**src/rtl/adder_scheduler_pkg.sv**
```systemverilog
// Shared types and constants for the nibble-serial adder scheduler.
package adder_sched_pkg;

    localparam int unsigned NIBBLE_W = 4;

    typedef enum logic [1:0] {
        IDLE,
        ADD,
        DONE
    } state_t;

    typedef logic req_id_t;

endpackage

```
**src/rtl/adder_scheduler_if.sv**
```systemverilog
// Two operand requesters plus the result channel of the adder scheduler.
interface adder_scheduler_if #(
    parameter int unsigned WIDTH = 16
);
    import adder_sched_pkg::*;

    logic             req0_valid;
    logic             req0_ready;
    logic [WIDTH-1:0] req0_a;
    logic [WIDTH-1:0] req0_b;
    logic             req0_cin;

    logic             req1_valid;
    logic             req1_ready;
    logic [WIDTH-1:0] req1_a;
    logic [WIDTH-1:0] req1_b;
    logic             req1_cin;

    logic             res_valid;
    logic             res_ready;
    logic [WIDTH-1:0] res_sum;
    logic             res_cout;
    req_id_t          res_id;

    modport master (
        output req0_valid, req0_a, req0_b, req0_cin,
        output req1_valid, req1_a, req1_b, req1_cin,
        input  req0_ready, req1_ready,
        input  res_valid, res_sum, res_cout, res_id,
        output res_ready
    );

    modport slave (
        input  req0_valid, req0_a, req0_b, req0_cin,
        input  req1_valid, req1_a, req1_b, req1_cin,
        output req0_ready, req1_ready,
        output res_valid, res_sum, res_cout, res_id,
        input  res_ready
    );

endinterface

```
**src/rtl/adder_scheduler_adder.sv**
```systemverilog
// Shared 4-bit ripple datapath used once per clock by the scheduler.
module four_bit_adder (
    input  logic [3:0] a,
    input  logic [3:0] b,
    input  logic       cin,
    output logic [3:0] sum,
    output logic       cout
);

    assign {cout, sum} = {1'b0, a} + {1'b0, b} + {4'b0000, cin};

endmodule

```
**src/rtl/adder_scheduler.sv**
```systemverilog
// Round-robin front end that runs WIDTH-bit adds nibble by nibble through one
// shared four_bit_adder, with the carry held in a register between nibbles.
module adder_scheduler
    import adder_sched_pkg::*;
#(
    parameter int unsigned WIDTH = 16
) (
    input  logic               clk,
    input  logic               reset,
    adder_scheduler_if.slave   bus,
    output logic               busy
);

    localparam int unsigned NIBBLES = WIDTH / NIBBLE_W;
    localparam int unsigned KW      = (NIBBLES > 1) ? $clog2(NIBBLES) : 1;

    if ((WIDTH % NIBBLE_W) != 0 || WIDTH < NIBBLE_W) begin : g_bad_width
        $error("adder_scheduler: WIDTH must be a non-zero multiple of 4");
    end

    state_t           state, state_next;
    logic [KW-1:0]    k;
    logic [WIDTH-1:0] a_reg, b_reg, sum_reg;
    logic             carry, cout_reg;
    req_id_t          id_reg, rr_ptr, grant_id;
    logic             accept, last_nibble;
    logic [NIBBLE_W-1:0] nib_a, nib_b, nib_sum;
    logic                nib_cout;

    assign last_nibble = (k == KW'(NIBBLES - 1));
    assign nib_a       = a_reg[k*NIBBLE_W +: NIBBLE_W];
    assign nib_b       = b_reg[k*NIBBLE_W +: NIBBLE_W];

    four_bit_adder u_adder (
        .a    (nib_a),
        .b    (nib_b),
        .cin  (carry),
        .sum  (nib_sum),
        .cout (nib_cout)
    );

    always_ff @(posedge clk) begin
        if (reset) state <= IDLE;
        else       state <= state_next;
    end

    always_comb begin
        state_next = state;
        unique case (state)
            IDLE:    if (accept)        state_next = ADD;
            ADD:     if (last_nibble)   state_next = DONE;
            DONE:    if (bus.res_ready) state_next = IDLE;
            default:                    state_next = IDLE;
        endcase
    end

    // Ready is masked by reset so no grant is offered while reset is held.
    always_comb begin
        grant_id = 1'b0;
        if (bus.req0_valid && bus.req1_valid) grant_id = rr_ptr;
        else                                  grant_id = bus.req1_valid;
        accept         = (state == IDLE) && !reset && (bus.req0_valid || bus.req1_valid);
        bus.req0_ready = accept && (grant_id == 1'b0);
        bus.req1_ready = accept && (grant_id == 1'b1);
        bus.res_valid  = (state == DONE);
        busy           = (state != IDLE);
    end

    always_ff @(posedge clk) begin
        if (reset) begin
            a_reg    <= '0;
            b_reg    <= '0;
            sum_reg  <= '0;
            carry    <= 1'b0;
            cout_reg <= 1'b0;
            id_reg   <= 1'b0;
            rr_ptr   <= 1'b0;
            k        <= '0;
        end else if (accept) begin
            a_reg  <= grant_id ? bus.req1_a   : bus.req0_a;
            b_reg  <= grant_id ? bus.req1_b   : bus.req0_b;
            carry  <= grant_id ? bus.req1_cin : bus.req0_cin;
            id_reg <= grant_id;
            rr_ptr <= ~grant_id;
            k      <= '0;
        end else if (state == ADD) begin
            sum_reg[k*NIBBLE_W +: NIBBLE_W] <= nib_sum;
            carry <= nib_cout;
            // k wraps on the last nibble so it never indexes past the operands.
            k     <= last_nibble ? '0 : k + KW'(1);
            if (last_nibble) cout_reg <= nib_cout;
        end
    end

    assign bus.res_sum  = sum_reg;
    assign bus.res_cout = cout_reg;
    assign bus.res_id   = id_reg;

endmodule

```
**src/flat_wrapper.sv**
```systemverilog
// flat-port wrapper written by rule: the top's interface ports become plain ports
module adder_scheduler_flat import adder_sched_pkg::*;
#(
    parameter int unsigned WIDTH = 16
)
  (clk, reset, busy, bus_req0_valid, bus_req0_a, bus_req0_b, bus_req0_cin, bus_req1_valid, bus_req1_a, bus_req1_b, bus_req1_cin, bus_req0_ready, bus_req1_ready, bus_res_valid, bus_res_sum, bus_res_cout, bus_res_id, bus_res_ready);
  adder_scheduler_if #(.WIDTH(WIDTH)) bus_i ();
  input  logic clk;
  input  logic reset;
  output logic busy;
  input wire logic [$bits(bus_i.req0_valid)-1:0] bus_req0_valid;
  input wire logic [$bits(bus_i.req0_a)-1:0] bus_req0_a;
  input wire logic [$bits(bus_i.req0_b)-1:0] bus_req0_b;
  input wire logic [$bits(bus_i.req0_cin)-1:0] bus_req0_cin;
  input wire logic [$bits(bus_i.req1_valid)-1:0] bus_req1_valid;
  input wire logic [$bits(bus_i.req1_a)-1:0] bus_req1_a;
  input wire logic [$bits(bus_i.req1_b)-1:0] bus_req1_b;
  input wire logic [$bits(bus_i.req1_cin)-1:0] bus_req1_cin;
  output wire logic [$bits(bus_i.req0_ready)-1:0] bus_req0_ready;
  output wire logic [$bits(bus_i.req1_ready)-1:0] bus_req1_ready;
  output wire logic [$bits(bus_i.res_valid)-1:0] bus_res_valid;
  output wire logic [$bits(bus_i.res_sum)-1:0] bus_res_sum;
  output wire logic [$bits(bus_i.res_cout)-1:0] bus_res_cout;
  output wire logic [$bits(bus_i.res_id)-1:0] bus_res_id;
  input wire logic [$bits(bus_i.res_ready)-1:0] bus_res_ready;
  assign bus_i.req0_valid = bus_req0_valid;
  assign bus_i.req0_a = bus_req0_a;
  assign bus_i.req0_b = bus_req0_b;
  assign bus_i.req0_cin = bus_req0_cin;
  assign bus_i.req1_valid = bus_req1_valid;
  assign bus_i.req1_a = bus_req1_a;
  assign bus_i.req1_b = bus_req1_b;
  assign bus_i.req1_cin = bus_req1_cin;
  assign bus_req0_ready = bus_i.req0_ready;
  assign bus_req1_ready = bus_i.req1_ready;
  assign bus_res_valid = bus_i.res_valid;
  assign bus_res_sum = bus_i.res_sum;
  assign bus_res_cout = bus_i.res_cout;
  assign bus_res_id = bus_i.res_id;
  assign bus_i.res_ready = bus_res_ready;
  adder_scheduler #(.WIDTH(WIDTH)) u_core (.clk(clk), .reset(reset), .bus(bus_i), .busy(busy));
endmodule
```
**config.mk**
```make
export PLATFORM = sky130hd
export DESIGN_NAME = adder_scheduler_flat
export DESIGN_NICKNAME = d
export VERILOG_FILES = /design/src/rtl/adder_scheduler_pkg.sv /design/src/rtl/adder_scheduler_if.sv /design/src/rtl/adder_scheduler_adder.sv /design/src/rtl/adder_scheduler.sv /design/src/flat_wrapper.sv
export SDC_FILE = /design/constraint.sdc
export NUM_CORES = 1
export LEC_CHECK = 0
export CORE_MARGIN = 4
export CORE_UTILIZATION = 25
export DETAILED_ROUTE_END_ITERATION = 8
export PLACE_DENSITY = 0.52
export SLEW_MARGIN = 25
export SYNTH_ARGS = -nofsm -noshare
export SYNTH_HDL_FRONTEND = slang
export SYNTH_SLANG_ARGS = --single-unit
```
**constraint.sdc**
```tcl
create_clock -name clk -period 3.63 [get_ports clk]
set_clock_uncertainty 0.1 [all_clocks]
set_input_delay 0.726 -clock clk [delete_from_list [all_inputs] [get_ports clk]]
set_output_delay 0.726 -clock clk [all_outputs]
set_load 0.005 [all_outputs]
```
==> results.tsv <==
metric	value	unit
Post-synth top flop	dfxtp_1	
row count	36	
FFs w/ async S/R, synth	0	%
status	completed	
Worst Path Max Fanout	12	
final worst slack	0.665	ns
GR Util met3	3.16	%
Most Used Layer, Global Route	met2	
Final Max Slew Viols	0	
Logic pwr share	19.6	%
Crit path largest cell delay	0.68	ns
die span in y	108	um
YS warnings	0	
Yosys reg bits	56	
final total power	1270	uW
Top delay family on crit path	adder cells	
design area	3600	um^2
Crit path required time	3.73	ns
final setup vio count	0	
cell count after placement	449	
final wirelength	7730	um
vias	2268	
CTS tree	built	
post-CTS sizing	0	
Clock H-tree levels	2	
CTS Hold Bufs	0	
TritonCTS Buffers	5	
CTS Sinks	56	
Seq/Total Area, Yosys	44.8	%
WS Path Type	reg -> reg	
CTS root buffer	clkbuf_8	
Worst-path clk slew	0.10	ns
critical path buffer and inverter count	0	
met1 Use GR	17.1	%
Max Cap Viol	0	
Tcrit/Tclk final	81.7	%
worst vdd ir	0.152	mV
Flop pwr share	52.4	%
layout cells sized above 1	7.41	%
GR Overflow Total	0	
Die Wd	108	um
P_sw	332	uW
Post-Place Worst Slack	0.690	ns
Cell Area, Synth	2500	um^2
Placed Area	3500	um^2
core region area	9770	um^2
Post-Syn Area per Cell	10.5	um^2
crit-path cells	mux4_2 > fa_1 > fa_1 > a21o_1 > a21oi_1 > a2111oi_0 > a221o_1	
overall die area	11700	um^2
clk buf depth	2	
routability congestion estimate	0.774	
DR WL/cell	16.9	um
Max Freq	0.337	GHz
Int Pwr	938	uW
DRC	0	
HPWL after detailed placement	5710	um
Post-Syn Instances	239	
Nets	405	
CP Capture Type	flop	
All-Layer GR Usage	13.2	%
Skew-Pair Late Insertion Delay	0.31	ns
number of global-route vias before repair	2240	
worst slew pin tran	0.649	ns
Reg2Reg Setup Slack	0.67	ns
count of unique library cells instantiated by Yosys	35	
final cell count without fillers	457	
met2 Track Usage GR	21.9	%
I/O Buffers	92	
Mapped Nets	321	
Worst slew margin	56.3	%
initial drt markers	163	
antenna violations before repair	0	
worst hold path class	reg -> reg	
remaining antenna violation count	0	
Initial Util	25.6	%
drt pass-1 iters	6	
Sw Share	26.1	%
unrepaired setup endpoints after global routing	false	
Post-synth EDFFs	0	
Post-CTS Setup Bufs	0	
final setup TNS	0	ns
startpoint types	flop	
LEAKAGE	0.00132	uW
Crit-path slowest cell	dfxtp_1	
Arrival @ worst endpoint	3.06	ns
Critical Path Most Common Cell	fa_1	
largest net degree at the start of global routing	55	
Layout area overhead	43.7	%
final hold vios	0	
first-pass GRT wire length	12000	um
fillers	1004	
I/O Pins	93	
DR vias/cell	4.96	
clock share of power	28.0	%
Inserted Diodes	0	
crit path time final	2.96	ns
Power Density	353	nW/um^2
## kinds of logic after synthesis
group           Yosys count  share of synthesized area [%]
simple gates             76                           14.0
compound gates           62                           21.7
flops                    56                           44.8
buf+inv                  24                           5.50
fa+ha+maj                11                           6.10
mux                       9                           7.60
xor+xnor                  1                          0.350
## synth_stat cells, types with 4 or more instances
| cell | count | area share (%) |
|---|---|---|
| a222oi_1 | 32 | 13 |
| clkbuf_1 | 8 | 1.2 |
| buf_2 | 5 | 1.0 |
| ha_1 | 9 | 4.5 |
| nand3b_1 | 4 | 1.2 |
| buf_6 | 4 | 1.8 |
| a22oi_1 | 13 | 3.9 |
| nor2_1 | 55 | 8.2 |
| dfxtp_1 | 56 | 45 |
| inv_1 | 4 | 0.60 |
| a32oi_1 | 4 | 1.4 |
| a21oi_1 | 4 | 0.80 |
| mux4_2 | 8 | 7.2 |
## path summary, 6_finish.rpt
kind                                                startpoint                             end  depth (start not counted)
worst max-delay path                  u_core.k[1]$_SDFFE_PP0P_       u_core.carry$_SDFFE_PP0P_                          7
worst min-delay path            u_core.bus.res_id$_SDFFE_PP0P_  u_core.bus.res_id$_SDFFE_PP0P_                          1
worst max register to register        u_core.k[1]$_SDFFE_PP0P_       u_core.carry$_SDFFE_PP0P_                          7
worst min register to register  u_core.bus.res_id$_SDFFE_PP0P_  u_core.bus.res_id$_SDFFE_PP0P_                          1
## placed cells by master, fill, tap and decap left out
cell type,instances
nor2_1,55
o21ai_2,1
fa_1,2
or3b_2,1
a32oi_1,4
a2111oi_0,1
and3_1,2
mux2i_1,1
a221o_1,1
a211oi_1,1
a22oi_1,13
nor4b_2,1
buf_2,1
nand3b_1,4
a21oi_1,4
dfxtp_1,56
clkbuf_8,6
and2b_1,1
a21o_1,3
mux4_2,8
buf_4,5
inv_1,4
ha_1,9
o21bai_1,1
a222oi_1,32
or2_1,2
nor3_1,2
nand2_1,1
clkdlybuf4s50_1,91
a311oi_1,1
nand2b_1,2
clkbuf_1,1
and2_1,1
nor4_1,3
clkinvlp_4,1
xor2_1,1
nor2b_1,1
## area by class of cell
type / count / area (um^2) / share of cell area (%)
Clock buffer: 7 / 86.3 / 2.40
Clock inverter: 1 / 7.51 / 0.209
Inverter: 4 / 15.0 / 0.417
Multi-Input combinational cell: 159 / 1250 / 34.7
Sequential cell: 56 / 1120 / 31.2
Tap cell: 133 / 166 / 4.62
Timing Repair Buffer: 97 / 953 / 26.5
## through the flow
stage	hold WS, ns	utilization, %
after CTS	0.385	36.8
final	0.375	36.8
after floorplan	0.339	-
after global placement	0.369	35.9
after detailed placement	0.361	35.9
after global routing	0.406	36.8
## power groups by stage
stage          combinational, uW  clock (uW)  sequential (uW)
2_1_floorplan                131           0              670
3_3_place_gp                 250           0              680
3_5_place_dp                 249           0              680
4_1_cts                      251         368              666
5_1_grt                      271         398              669
6_report                     249         356              665
## routing by layer
layer / part of all wire (%) / vias to the layer above
met1: 43 / 1065
met3: 7.0 / 9
met2: 48 / 91
met5: 0 / -
met4: 1.5 / 0
li1: - / 1103
## worst register-to-register path: cells and delay by family (launching register included)
family / cells / cell delay (ns)
mux: 1 / 0.41
flops: 1 / 0.68
fa+ha+maj: 2 / 0.85
compound gates: 4 / 0.80
(Power assumes the default switching activity.)
